==> src/rtl/sig_bit_sampler.sv <==
// Bit-timing recovery: synchronizes the serial input, realigns a phase
// counter on every transition and samples each bit at its midpoint.
module sig_bit_sampler #(
    parameter int BIT_CLKS = 25_000_000
) (
    input  logic iCLK,
    input  logic iRST,
    input  logic iSIG,
    output logic oSAMPLE,
    output logic oBIT
);

    localparam int PH_W = (BIT_CLKS > 1) ? $clog2(BIT_CLKS) : 1;
    localparam logic [PH_W-1:0] PH_LAST = PH_W'(BIT_CLKS - 1);
    localparam logic [PH_W-1:0] PH_MID  = PH_W'(BIT_CLKS / 2);

    logic sync1, sync2, sync3;
    logic [PH_W-1:0] phase;
    logic sigEdge;

    // sync3 only exists to see a change on the synchronized signal.
    assign sigEdge = sync2 ^ sync3;

    // Two-stage synchronizer plus the edge-detect stage.
    always_ff @(posedge iCLK) begin
        if (iRST) begin
            sync1 <= 1'b0;
            sync2 <= 1'b0;
            sync3 <= 1'b0;
        end else begin
            sync1 <= iSIG;
            sync2 <= sync1;
            sync3 <= sync2;
        end
    end

    // Phase restarts on each transition and free-runs through runs of equal bits.
    always_ff @(posedge iCLK) begin
        if (iRST)
            phase <= '0;
        else if (sigEdge || phase == PH_LAST)
            phase <= '0;
        else
            phase <= phase + 1'b1;
    end

    // Mid-bit strobe; the bit value holds until the next sample.
    always_ff @(posedge iCLK) begin
        if (iRST) begin
            oSAMPLE <= 1'b0;
            oBIT    <= 1'b0;
        end else begin
            oSAMPLE <= !sigEdge && phase == PH_MID;
            if (!sigEdge && phase == PH_MID)
                oBIT <= sync2;
        end
    end

endmodule

==> config.mk <==
export PLATFORM = sky130hd
export DESIGN_NAME = sig_bit_sampler
export DESIGN_NICKNAME = d
export VERILOG_FILES = /design/src/rtl/sig_bit_sampler.sv
export SDC_FILE = /design/constraint.sdc
export NUM_CORES = 1
export LEC_CHECK = 0
export ABC_AREA = 1
export BUFFER_PORTS_ARGS = -buffer_cell sky130_fd_sc_hd__buf_2
export CAP_MARGIN = 20
export CORE_AREA = 4 4 57 59
export DETAILED_ROUTE_END_ITERATION = 12
export DIE_AREA = 0 0 61 63
export HOLD_SLACK_MARGIN = 0.12
export PLACE_DENSITY = 0.81
export SYNTH_ARGS = -nofsm -noshare
export SYNTH_HDL_FRONTEND = slang
export SYNTH_SLANG_ARGS = --single-unit
export TNS_END_PERCENT = 100
==> constraint.sdc <==
create_clock -name iCLK -period 1.5 [get_ports iCLK]
set_input_delay 0.3 -clock iCLK [delete_from_list [all_inputs] [get_ports iCLK]]
set_output_delay 0.3 -clock iCLK [all_outputs]
set_load 0.05 [all_outputs]
==> results of run 1 <==
path summary, 6_finish.rpt:
kind                       start                   end  depth (start not counted)
max reg2reg  phase[0]$_SDFF_PP0_  phase[20]$_SDFF_PP0_                          9
max          phase[0]$_SDFF_PP0_  phase[20]$_SDFF_PP0_                          9
min                         iSIG      sync1$_SDFF_PP0_                          3
min reg2reg     sync1$_SDFF_PP0_      sync2$_SDFF_PP0_                          2
report_power, final:
| group | total [mW] | leakage, nW | switching (mW) | internal [mW] |
|---|---|---|---|---|
| logic | 0.0620 | 0.418 | 0.0348 | 0.0272 |
| registers | 0.812 | 0.243 | 0.00602 | 0.806 |
| clock network | 0.635 | 0.0450 | 0.290 | 0.345 |
| total | 1.51 | 0.706 | 0.331 | 1.18 |
sequential cells by signal (all words and copies together), names as in the netlist:
name and flops:
sync3 1, oBIT 1, phase 25, sync2 1, sync1 1, oSAMPLE 1
layer usage:
| layer | share of wire [%] | vias to the layer above | wire length, um |
|---|---|---|---|
| met4 | 2.7 | 0 | 93 |
| met5 | 0 | - | 0 |
| met3 | 7.4 | 11 | 256 |
| met1 | 44 | 661 | 1540 |
| li1 | - | 801 | - |
| met2 | 45 | 49 | 1570 |
cell type report:
cell class                      count  area [um2]
Clock buffer                        5        37.5
Clock inverter                      3        40.0
Fill cell                         243         903
Inverter                           34         128
Multi-Input combinational cell    186         872
Sequential cell                    30         603
Tap cell                           31        38.8
Timing Repair Buffer               12        87.6
stage by stage:
| stage | TNS, ns | power (mW) | hold slack, ns | cells | util [%] |
|---|---|---|---|---|---|
| final | 0 | 1.51 | 0.167 | 301 | 66.7 |
| after global routing | -0.550 | 1.59 | 0.162 | 301 | 66.7 |
| after CTS | 0 | 1.53 | 0.150 | 301 | 65.1 |
| after detailed placement | -0.0155 | 0.891 | 0.401 | 293 | 62.0 |
| after global placement | 0 | 0.890 | 0.393 | 293 | 62.0 |
| after floorplan | 0 | 0.871 | 0.371 | 252 | - |
worst reg2reg max path, cell delays in order, from the launching register on:
cell	delay (ns)
dfxtp_1	0.34
ha_1	0.20
nand2_2	0.11
inv_2	0.08
nand3_2	0.10
nor2_2	0.13
nand3_2	0.09
nand2_2	0.10
buf_4	0.15
nor2_1	0.05
cells by family (layout without fill, tap and decap cells):
kind of cell    after synthesis  count (layout)  share of synthesized area (%)
simple gates                161             161                           41.6
buf+inv                      36              54                           9.48
flops                        30              30                           37.9
compound gates               16              16                           5.53
xor+xnor                      7               7                           3.87
fa+ha+maj                     2               2                           1.58
what timing repair did:
action	CTS	global route
gates resized for setup	2	13
endpoints found under the setup margin	1	25
hold buffers	0	0
pin swaps	0	2
Yosys cell counts:
library cell and n:
and2_1 2, o21bai_1 3, nor2_1 59, or2_2 1, inv_1 34, xnor2_1 2
or2_0 1, nand2_2 1, nor2_2 1, o21ai_0 2, ha_1 2, nand2_1 73
nor2_4 1, nor3_1 1, buf_6 2, a21oi_1 11, xor2_1 5, nand3_2 1
nand3_1 20, dfxtp_1 30
==> results.yml, run 1 <==
clock_tree:
  cts_buffer_depth: 2
  clkSinkCount: 30
  clk_latency_ns: 0.34
  cts_root_buffer: "clkbuf_4"
  htreeDepth: 2
  path_clk_slew_ns: 0.10
  post_cts_buffers: 0
  cts_buffers: 5
  cts_tree: "built"
cells_and_area:
  final_cell_mix: "nand2_1 (71), nor2_1 (56), inv_1 (33)"
  fin_area_um2: 1810
  final_common_cell: "nand2_1"
  n_antenna_cell: 0
  final_nets: 274
  drive_above_1_share_pct: 13.3
  areaGrowthSynthToFinish_pct: 14.1
power:
  ir_drop_mv: 0.827
  p_leak_nw: 0.706
  p_per_area_nw_per_um2: 835
floorplanning:
  die_area_um2: 3840
  core_um2: 2710
  placementRows: 19
  ioPinCount: 5
  start_util_pct: 58.4
  die_y_um: 63
  chipWidth_um: 61
placement:
  dpl_cell_area_um2: 1680
  detailed_place_hpwl_um: 2610
  port-buffer-count: 4
  gp_congestion: 0.970
  dp_slack_ns: -0.0155
global_routing:
  grt_max_degree: 11
  grt_pass1_wl_um: 5750
  antenna_found_initial: 0
  gr-usage-met1_pct: 25.3
  grtUsageMet3_pct: 7.02
  overflow: 0
  top_usage_layer: "met2"
  grt_usage_pct: 20.3
  grt_pass1_vias: 1320
  grt_use_met2_pct: 29.9
timing:
  setup_viol_count_final: 0
  max_freq_mhz: 701
  slew_headroom_pct: 76.3
  clock_skew_ns: 0.00542
  finalHoldViolCount: 0
  period_share_pct: 95.1
  worstMarginPinSlew_ns: 0.356
  slew_viol_final: 0
  rsz0062_at_grt: "true"
  period_minus_slack_ns: 1.43
  setup_slack_ns: 0.0741
synth:
  synth_area_leader_cell: "dfxtp_1"
  syn_nets: 257
  synth_warnings: 0
  ys_ff_latch: 30
  syn-mean-instance-area_um2: 6.29
  seq_area_frac_synth_pct: 37.9
  synthDistinctLibCells: 20
  synthCells: 252
  synthTopCellsByArea: "dfxtp_1 (38%), nand2_1 (17%), nor2_1 (14%), inv_1 (8.1%), nand3_1 (6.3%)"
  yosysTopAreaCellShare_pct: 37.9
  synth_area_um2: 1580
setup_path:
  reg2reg_slack_ns: 0.07
  crit_path_max_fanout: 5
  critical_path.top_delay_family: "simple AND/OR/NAND/NOR gates"
  crit_path_end_kind: "register"
  crit_path_start_kind: "register"
  worst_path_max_delay_cell: "dfxtp_1"
  max_stage_delay_ns: 0.34
  path_cells: "ha_1, nand2_2, inv_2, nand3_2, nor2_2, nand3_2, nand2_2, buf_4, nor2_1"
  worstPathBufferInverterCount: 2
  crit_arrival_ns: 1.67
  critical_path_class: "register to register"
  cp_data_required_time_ns: 1.74
routing:
  drtAntennaViolNets: 0
  wl_per_cell_um: 11.5
  drc: 0
  viasPerCell: 5.06
  first_pass_iters: 4
  wirelength_um: 3460
  vias: 1522
  drtIter0Drc: 62
job:
  cap_violations: 0
hold_path:
  worstHoldPathType: "primary input to register"
outcome:
  outcome: "complete, no violations"
Power figures use the tool's default switching activity.
==> inputs of run 2 (changes only) <==
--- a/config.mk
+++ b/config.mk
@@ -10,7 +10,8 @@
 export CAP_MARGIN = 20
-export CORE_AREA = 4 4 57 59
+export CORE_AREA = 4 4 56 58
+export CTS_BUF_LIST = sky130_fd_sc_hd__clkbuf_8
 export DETAILED_ROUTE_END_ITERATION = 12
-export DIE_AREA = 0 0 61 63
+export DIE_AREA = 0 0 60 62
 export HOLD_SLACK_MARGIN = 0.12
-export PLACE_DENSITY = 0.81
+export PLACE_DENSITY = 0.83
 export SYNTH_ARGS = -nofsm -noshare
==> constraint.sdc (replaced) <==
create_clock -name iCLK -period 1.5 [get_ports iCLK]
set_input_delay 0.45 -clock iCLK [delete_from_list [all_inputs] [get_ports iCLK]]
set_output_delay 0.45 -clock iCLK [all_outputs]
set_load 0.05 [all_outputs]
==> run 2 against run 1 <==
Net effect: via count increased by 2.6%; utilization increased by 6.2 points; register-to-register slack about the same; clock power increased by 26%; critical path type unchanged; combinational power increased by 59%; cell count increased by 2.0%; sequential share of layout area decreased by 2.0 points; routed wire length increased by 8.6%; non-clock buffer count increased by 6; largest power group unchanged.
==> results.yml, run 2 (synthesis gave the netlist of run 1 again) <==
outcome:
  outcome: "complete, no violations"
setup_path:
  crit_path_end_kind: "register"
  crit_path_start_kind: "register"
  reg2reg_from: "phase[11]$_SDFF_PP0_"
  cp_data_required_time_ns: 1.68
  crit_path_max_fanout: 9
  r2r_cells: 9
  crit_arrival_ns: 1.60
  critical_path_class: "register to register"
  timing.rr.end: "phase[19]$_SDFF_PP0_"
  reg2reg_slack_ns: 0.08
timing:
  period_share_pct: 94.7
  worstMarginPinSlew_ns: 0.365
  max_freq_mhz: 704
  slew_headroom_pct: 75.7
  slew_viol_final: 0
  setup_viol_count_final: 0
  clock_skew_ns: 0.00991
  finalHoldViolCount: 0
  period_minus_slack_ns: 1.42
floorplanning:
  start_util_pct: 59.5
  core_um2: 2660
  ioPinCount: 5
  placementRows: 19
  die_area_um2: 3720
  die_y_um: 62
  chipWidth_um: 60
cells_and_area:
  final_cell_mix: "nand2_1 (71), nor2_1 (56), inv_1 (32)"
  fin_area_um2: 1940
  fill_cells: 211
  final_cells: 307
  regMostFlops: "phase"
  drive_above_1_share_pct: 15.9
  final_common_cell: "nand2_1"
  areaGrowthSynthToFinish_pct: 22.4
  largest_reg_flops: 25
  n_antenna_cell: 0
  final_nets: 280
power:
  intPower_mw: 1.35
  comb_power_share_pct: 5.7
  power_frac_seq_pct: 47.6
  p_leak_nw: 0.760
  ir_drop_mv: 0.940
  p_per_area_nw_per_um2: 885
  p_clk_share_pct: 46.7
  p_switching_uw: 368
  swShare_pct: 21.5
clock_tree:
  postCtsHoldBufs: 0
  path_clk_slew_ns: 0.07
  clk_latency_ns: 0.29
  cts_tree: "built"
  htreeDepth: 2
  clkSinkCount: 30
  cts_buffer_depth: 2
  cts_root_buffer: "clkbuf_8"
  cts_buffers: 5
global_routing:
  grt_pass1_vias: 1402
  gr-usage-met1_pct: 26.6
  antenna_found_initial: 0
  overflow: 0
  top_usage_layer: "met2"
  grt_use_met2_pct: 38.3
  grt_max_degree: 11
  grtUsageMet3_pct: 7.44
  grt_pass1_wl_um: 6150
  grt_usage_pct: 22.9
routing:
  viasPerCell: 5.09
  vias: 1562
  first_pass_iters: 4
  drc: 0
  drtIter0Drc: 72
  wl_per_cell_um: 12.3
  drtAntennaViolNets: 0
  wirelength_um: 3760
placement:
  detailed_place_hpwl_um: 2550
  dpl_cell_area_um2: 1690
  gp_congestion: 0.876
  port-buffer-count: 4
  dp_cells: 292
hold_path:
  min_from: "iSIG"
  whs_path_depth: 3
  min_to: "sync1$_SDFF_PP0_"
  worstHoldPathType: "primary input to register"
job:
  cap_violations: 0
==> run 2: worst max path at each step <==
stage	startpoint	endpoint	slack, ns
2_1_floorplan	phase[0]$_SDFF_PP0_	phase[14]$_SDFF_PP0_	0.13
3_3_place_gp	phase[1]$_SDFF_PP0_	phase[22]$_SDFF_PP0_	0.01
3_5_place_dp	phase[1]$_SDFF_PP0_	phase[22]$_SDFF_PP0_	-0.05
4_1_cts	phase[0]$_SDFF_PP0_	phase[10]$_SDFF_PP0_	0.02
5_1_grt	phase[15]$_SDFF_PP0_	phase[22]$_SDFF_PP0_	-0.04
6_report	phase[11]$_SDFF_PP0_	phase[19]$_SDFF_PP0_	0.08
==> run 2: repair_timing <==
item,4_1_cts,5_1_grt
buffers inserted,2,4
gates resized for setup,10,10
pin swaps,2,7
gates cloned,1,0
endpoints found under the setup margin,21,26
==> run 2: final cells by class <==
class	instances	area, um2	share of cell area, %
clock inverters	3	40.0	2.06
well taps	31	38.8	2.00
repair buffers	18	170	8.77
inverters	34	128	6.58
clock buffers	5	68.8	3.55
multi-input cells	186	886	45.7
flip-flops and latches	30	608	31.4
==> run 2: critical path: stages, from the launching register on <==
cell,delay [ns]
dfxtp_1,0.39
nand2_1,0.10
nor2_1,0.15
inv_1,0.09
nor2_4,0.11
nand3_2,0.10
nand2_4,0.10
buf_4,0.12
buf_12,0.11
nor2_1,0.05
==> run 2: power groups by stage <==
stage / combinational (mW) / clock (mW) / sequential [mW]
floorplan: 0.0411 / 0 / 0.830
global placement: 0.0656 / 0 / 0.830
detailed placement: 0.0668 / 0 / 0.830
CTS: 0.0882 / 0.813 / 0.815
global route: 0.109 / 0.858 / 0.818
finish: 0.0983 / 0.801 / 0.817
==> run 2: stage by stage <==
stage | TNS [ns] | setup slack (ns) | utilization, % | hold WS [ns] | power (mW)
floorplan | 0 | 0.134 | - | 0.388 | 0.871
global placement | 0 | 0.0106 | 63.3 | 0.406 | 0.895
detailed placement | -0.0656 | -0.0504 | 63.3 | 0.419 | 0.897
CTS | 0 | 0.0159 | 70.4 | 0.362 | 1.72
global route | -0.0495 | -0.0385 | 72.8 | 0.373 | 1.78
finish | 0 | 0.0792 | 72.8 | 0.366 | 1.72
==> run 2: routing by layer <==
| metal | wire [um] | vias to the layer above |
|---|---|---|
| met5 | 0 | - |
| met4 | 86 | 0 |
| met3 | 152 | 10 |
| met2 | 1880 | 39 |
| met1 | 1640 | 700 |
| li1 | - | 813 |
==> inputs of run 3 (changes only) <==
Settings changed: ABC_AREA 1 to 0, CORE_AREA 4 4 56 58 to 4 4 53 55, DIE_AREA 0 0 60 62 to 0 0 57 59.
==> run 3 against run 2 <==
Net effect: the run now ends with negative setup slack left; power decreased by 9.8%; non-clock buffer count rose by 38; sequential share of layout area fell by 2.4 points; setup slack worse by 0.49 ns; critical path type unchanged.
==> results.yml, run 3 <==
clock_tree:
  cts_tree: "built"
  cts_buffers: 5
  clk_latency_ns: 0.29
  clkSinkCount: 30
  cts_buffer_depth: 2
  path_clk_slew_ns: 0.07
  htreeDepth: 2
  cts_root_buffer: "clkbuf_8"
timing:
  period_minus_slack_ns: 1.91
  rsz0062_at_grt: "true"
  setup_viol_count_final: 27
  slew_headroom_pct: 61.5
  slew_viol_final: 0
  worstMarginPinSlew_ns: 0.572
  period_share_pct: 127
  clock_skew_ns: 0.00838
  finalHoldViolCount: 0
  setup_slack_ns: -0.408
  max_freq_mhz: 524
cells_and_area:
  final_cell_mix: "buf_4 (46), dfxtp_1 (14), dfxtp_2 (12)"
  n_antenna_cell: 0
  drive_above_1_share_pct: 54.4
  largest_reg_flops: 25
  regMostFlops: "phase"
  areaGrowthSynthToFinish_pct: 56.2
  final_common_cell: "buf_4"
  final_nets: 219
power:
  comb_power_share_pct: 7.4
  p_switching_uw: 385
  power_frac_seq_pct: 52.5
  swShare_pct: 24.9
  p_clk_share_pct: 40.1
  intPower_mw: 1.16
  p_per_area_nw_per_um2: 711
  power.total_mw: 1.55
  ir_drop_mv: 0.883
  p_leak_nw: 0.819
synth:
  synth_commonest_cells: "dfxtp_1 (30), nor2_1 (22), nand2_1 (11), xnor2_1 (9), nand3_1 (8)"
  synth_warnings: 0
  synthTopCellsByArea: "dfxtp_1 (43%), nor2_1 (5.9%), xnor2_1 (5.7%), xor2_1 (4.4%), nand2_1 (3.0%)"
  syn_nets: 160
  ys_ff_latch: 30
  synthFlopType: "dfxtp_1"
  synthDistinctLibCells: 36
  async_reset_ff_share_pct: 0
  syn-mean-instance-area_um2: 8.99
  synth_area_leader_cell: "dfxtp_1"
  synth_edf_count: 0
  yosysTopAreaCellShare_pct: 43.1
  yosysMostFrequentCell: "dfxtp_1"
  synth_area_um2: 1390
  synthCells: 155
  seq_area_frac_synth_pct: 43.1
setup_path:
  worstPathBufferInverterCount: 2
  crit_path_end_kind: "register"
  r2r_cells: 6
  crit_path_max_fanout: 6
  crit_arrival_ns: 2.08
  reg2reg_slack_ns: -0.41
  critical_path_class: "register to register"
  max_stage_delay_ns: 0.42
  critical_path.top_delay_family: "simple AND/OR/NAND/NOR gates"
  path_cells: "nor4_4, nand4_1, o41ai_4, buf_4, buf_6, nor2_1"
  startpoint: "phase[7]$_SDFF_PP0_"
  timing.rr.end: "phase[5]$_SDFF_PP0_"
  crit_path_start_kind: "register"
  cp_data_required_time_ns: 1.67
  reg2reg_from: "phase[7]$_SDFF_PP0_"
  worst_path_max_delay_cell: "o41ai_4"
floorplanning:
  die_area_um2: 3360
  chipWidth_um: 57
  placementRows: 18
  ioPinCount: 5
  die_y_um: 59
  start_util_pct: 58.4
  core_um2: 2390
global_routing:
  grt_usage_pct: 28.0
  grt_pass1_wl_um: 7120
  grt_max_degree: 10
  antenna_found_initial: 0
  overflow: 0
  grt_pass1_vias: 1477
routing:
  first_pass_iters: 7
  drtAntennaViolNets: 0
  drtIter0Drc: 175
  vias: 1588
  wirelength_um: 5570
  drc: 0
  wl_per_cell_um: 22.7
  viasPerCell: 6.48
placement:
  port-buffer-count: 4
  dp_slack_ns: -0.243
  gp_congestion: 0.843
  detailed_place_hpwl_um: 2700
job:
  cap_violations: 0
hold_path:
  worstHoldPathType: "primary input to register"
  min_from: "iSIG"
  whs_path_depth: 2
  min_to: "sync1$_SDFF_PP0_"
outcome:
  outcome: "finished, violations left"
  violations: "negative setup slack"
run 3: kinds of logic (layout without fill, tap and decap cells):
group,Yosys count,after routing,synth area share (%)
and+or+nand+nor,79,80,32.7
DFF,30,30,43.1
AOI/OAI and AO/OA,17,17,7.99
xor gates and xnor gates,16,16,10.1
buffers and inverters,10,69,3.59
adders and majority gates,2,2,1.80
muxes,1,1,0.808
run 3: what timing repair did:
| item | in CTS | in global routing |
|---|---|---|
| hold buffers | 0 | 0 |
| cloned | 2 | 0 |
| pin swaps | 19 | 5 |
| setup endpoints to repair | 26 | 27 |
| endpoints found under the hold margin | 0 | 0 |
| buffers inserted | 7 | 2 |
| resized for setup | 21 | 35 |
run 3: worst max path at each step:
stage / endpoint / cells after the start
3_5_place_dp: phase[21]$_SDFF_PP0_ / 4
5_1_grt: phase[5]$_SDFF_PP0_ / 6
2_1_floorplan: phase[23]$_SDFF_PP0_ / 5
6_report: phase[5]$_SDFF_PP0_ / 6
4_1_cts: phase[24]$_SDFF_PP0_ / 5
3_3_place_gp: phase[3]$_SDFF_PP0_ / 5
run 3: power groups by stage:
stage | registers [mW] | logic [mW] | clock network, mW
2_1_floorplan | 0.829 | 0.0402 | 0
3_3_place_gp | 0.829 | 0.0609 | 0
3_5_place_dp | 0.830 | 0.0641 | 0
4_1_cts | 0.812 | 0.0823 | 0.601
5_1_grt | 0.813 | 0.121 | 0.655
6_report | 0.813 | 0.114 | 0.620
run 3: cell type report:
cell class                 instances  area [um2]
tap                               30        37.5
clock inverter                     3        11.3
sequential                        30         631
fill                              89         210
inverter                           5        18.8
timing repair buffer              56         437
clock buffer                       5        68.8
multi-input combinational        116         973
run 3: per-stage QoR:
step	cell area (um2)	setup TNS (ns)	std cells	util [%]	hold slack, ns
after global routing	2180	-10.37	245	91.2	0.407
after detailed placement	1790	-5.32	226	75.0	0.450
after floorplan	1450	-4.74	155	-	0.414
after global placement	1790	-5.64	226	75.0	0.417
final	2180	-9.12	245	91.2	0.399
after CTS	2000	-5.83	243	83.6	0.391
run 3: per-layer routing:
layer,wire [um],vias up,global-route usage [%]
li1,-,671,-
met1,2000,746,31.6
met2,2610,119,47.8
met3,478,52,8.50
met4,485,0,14.2
met5,0,-,0
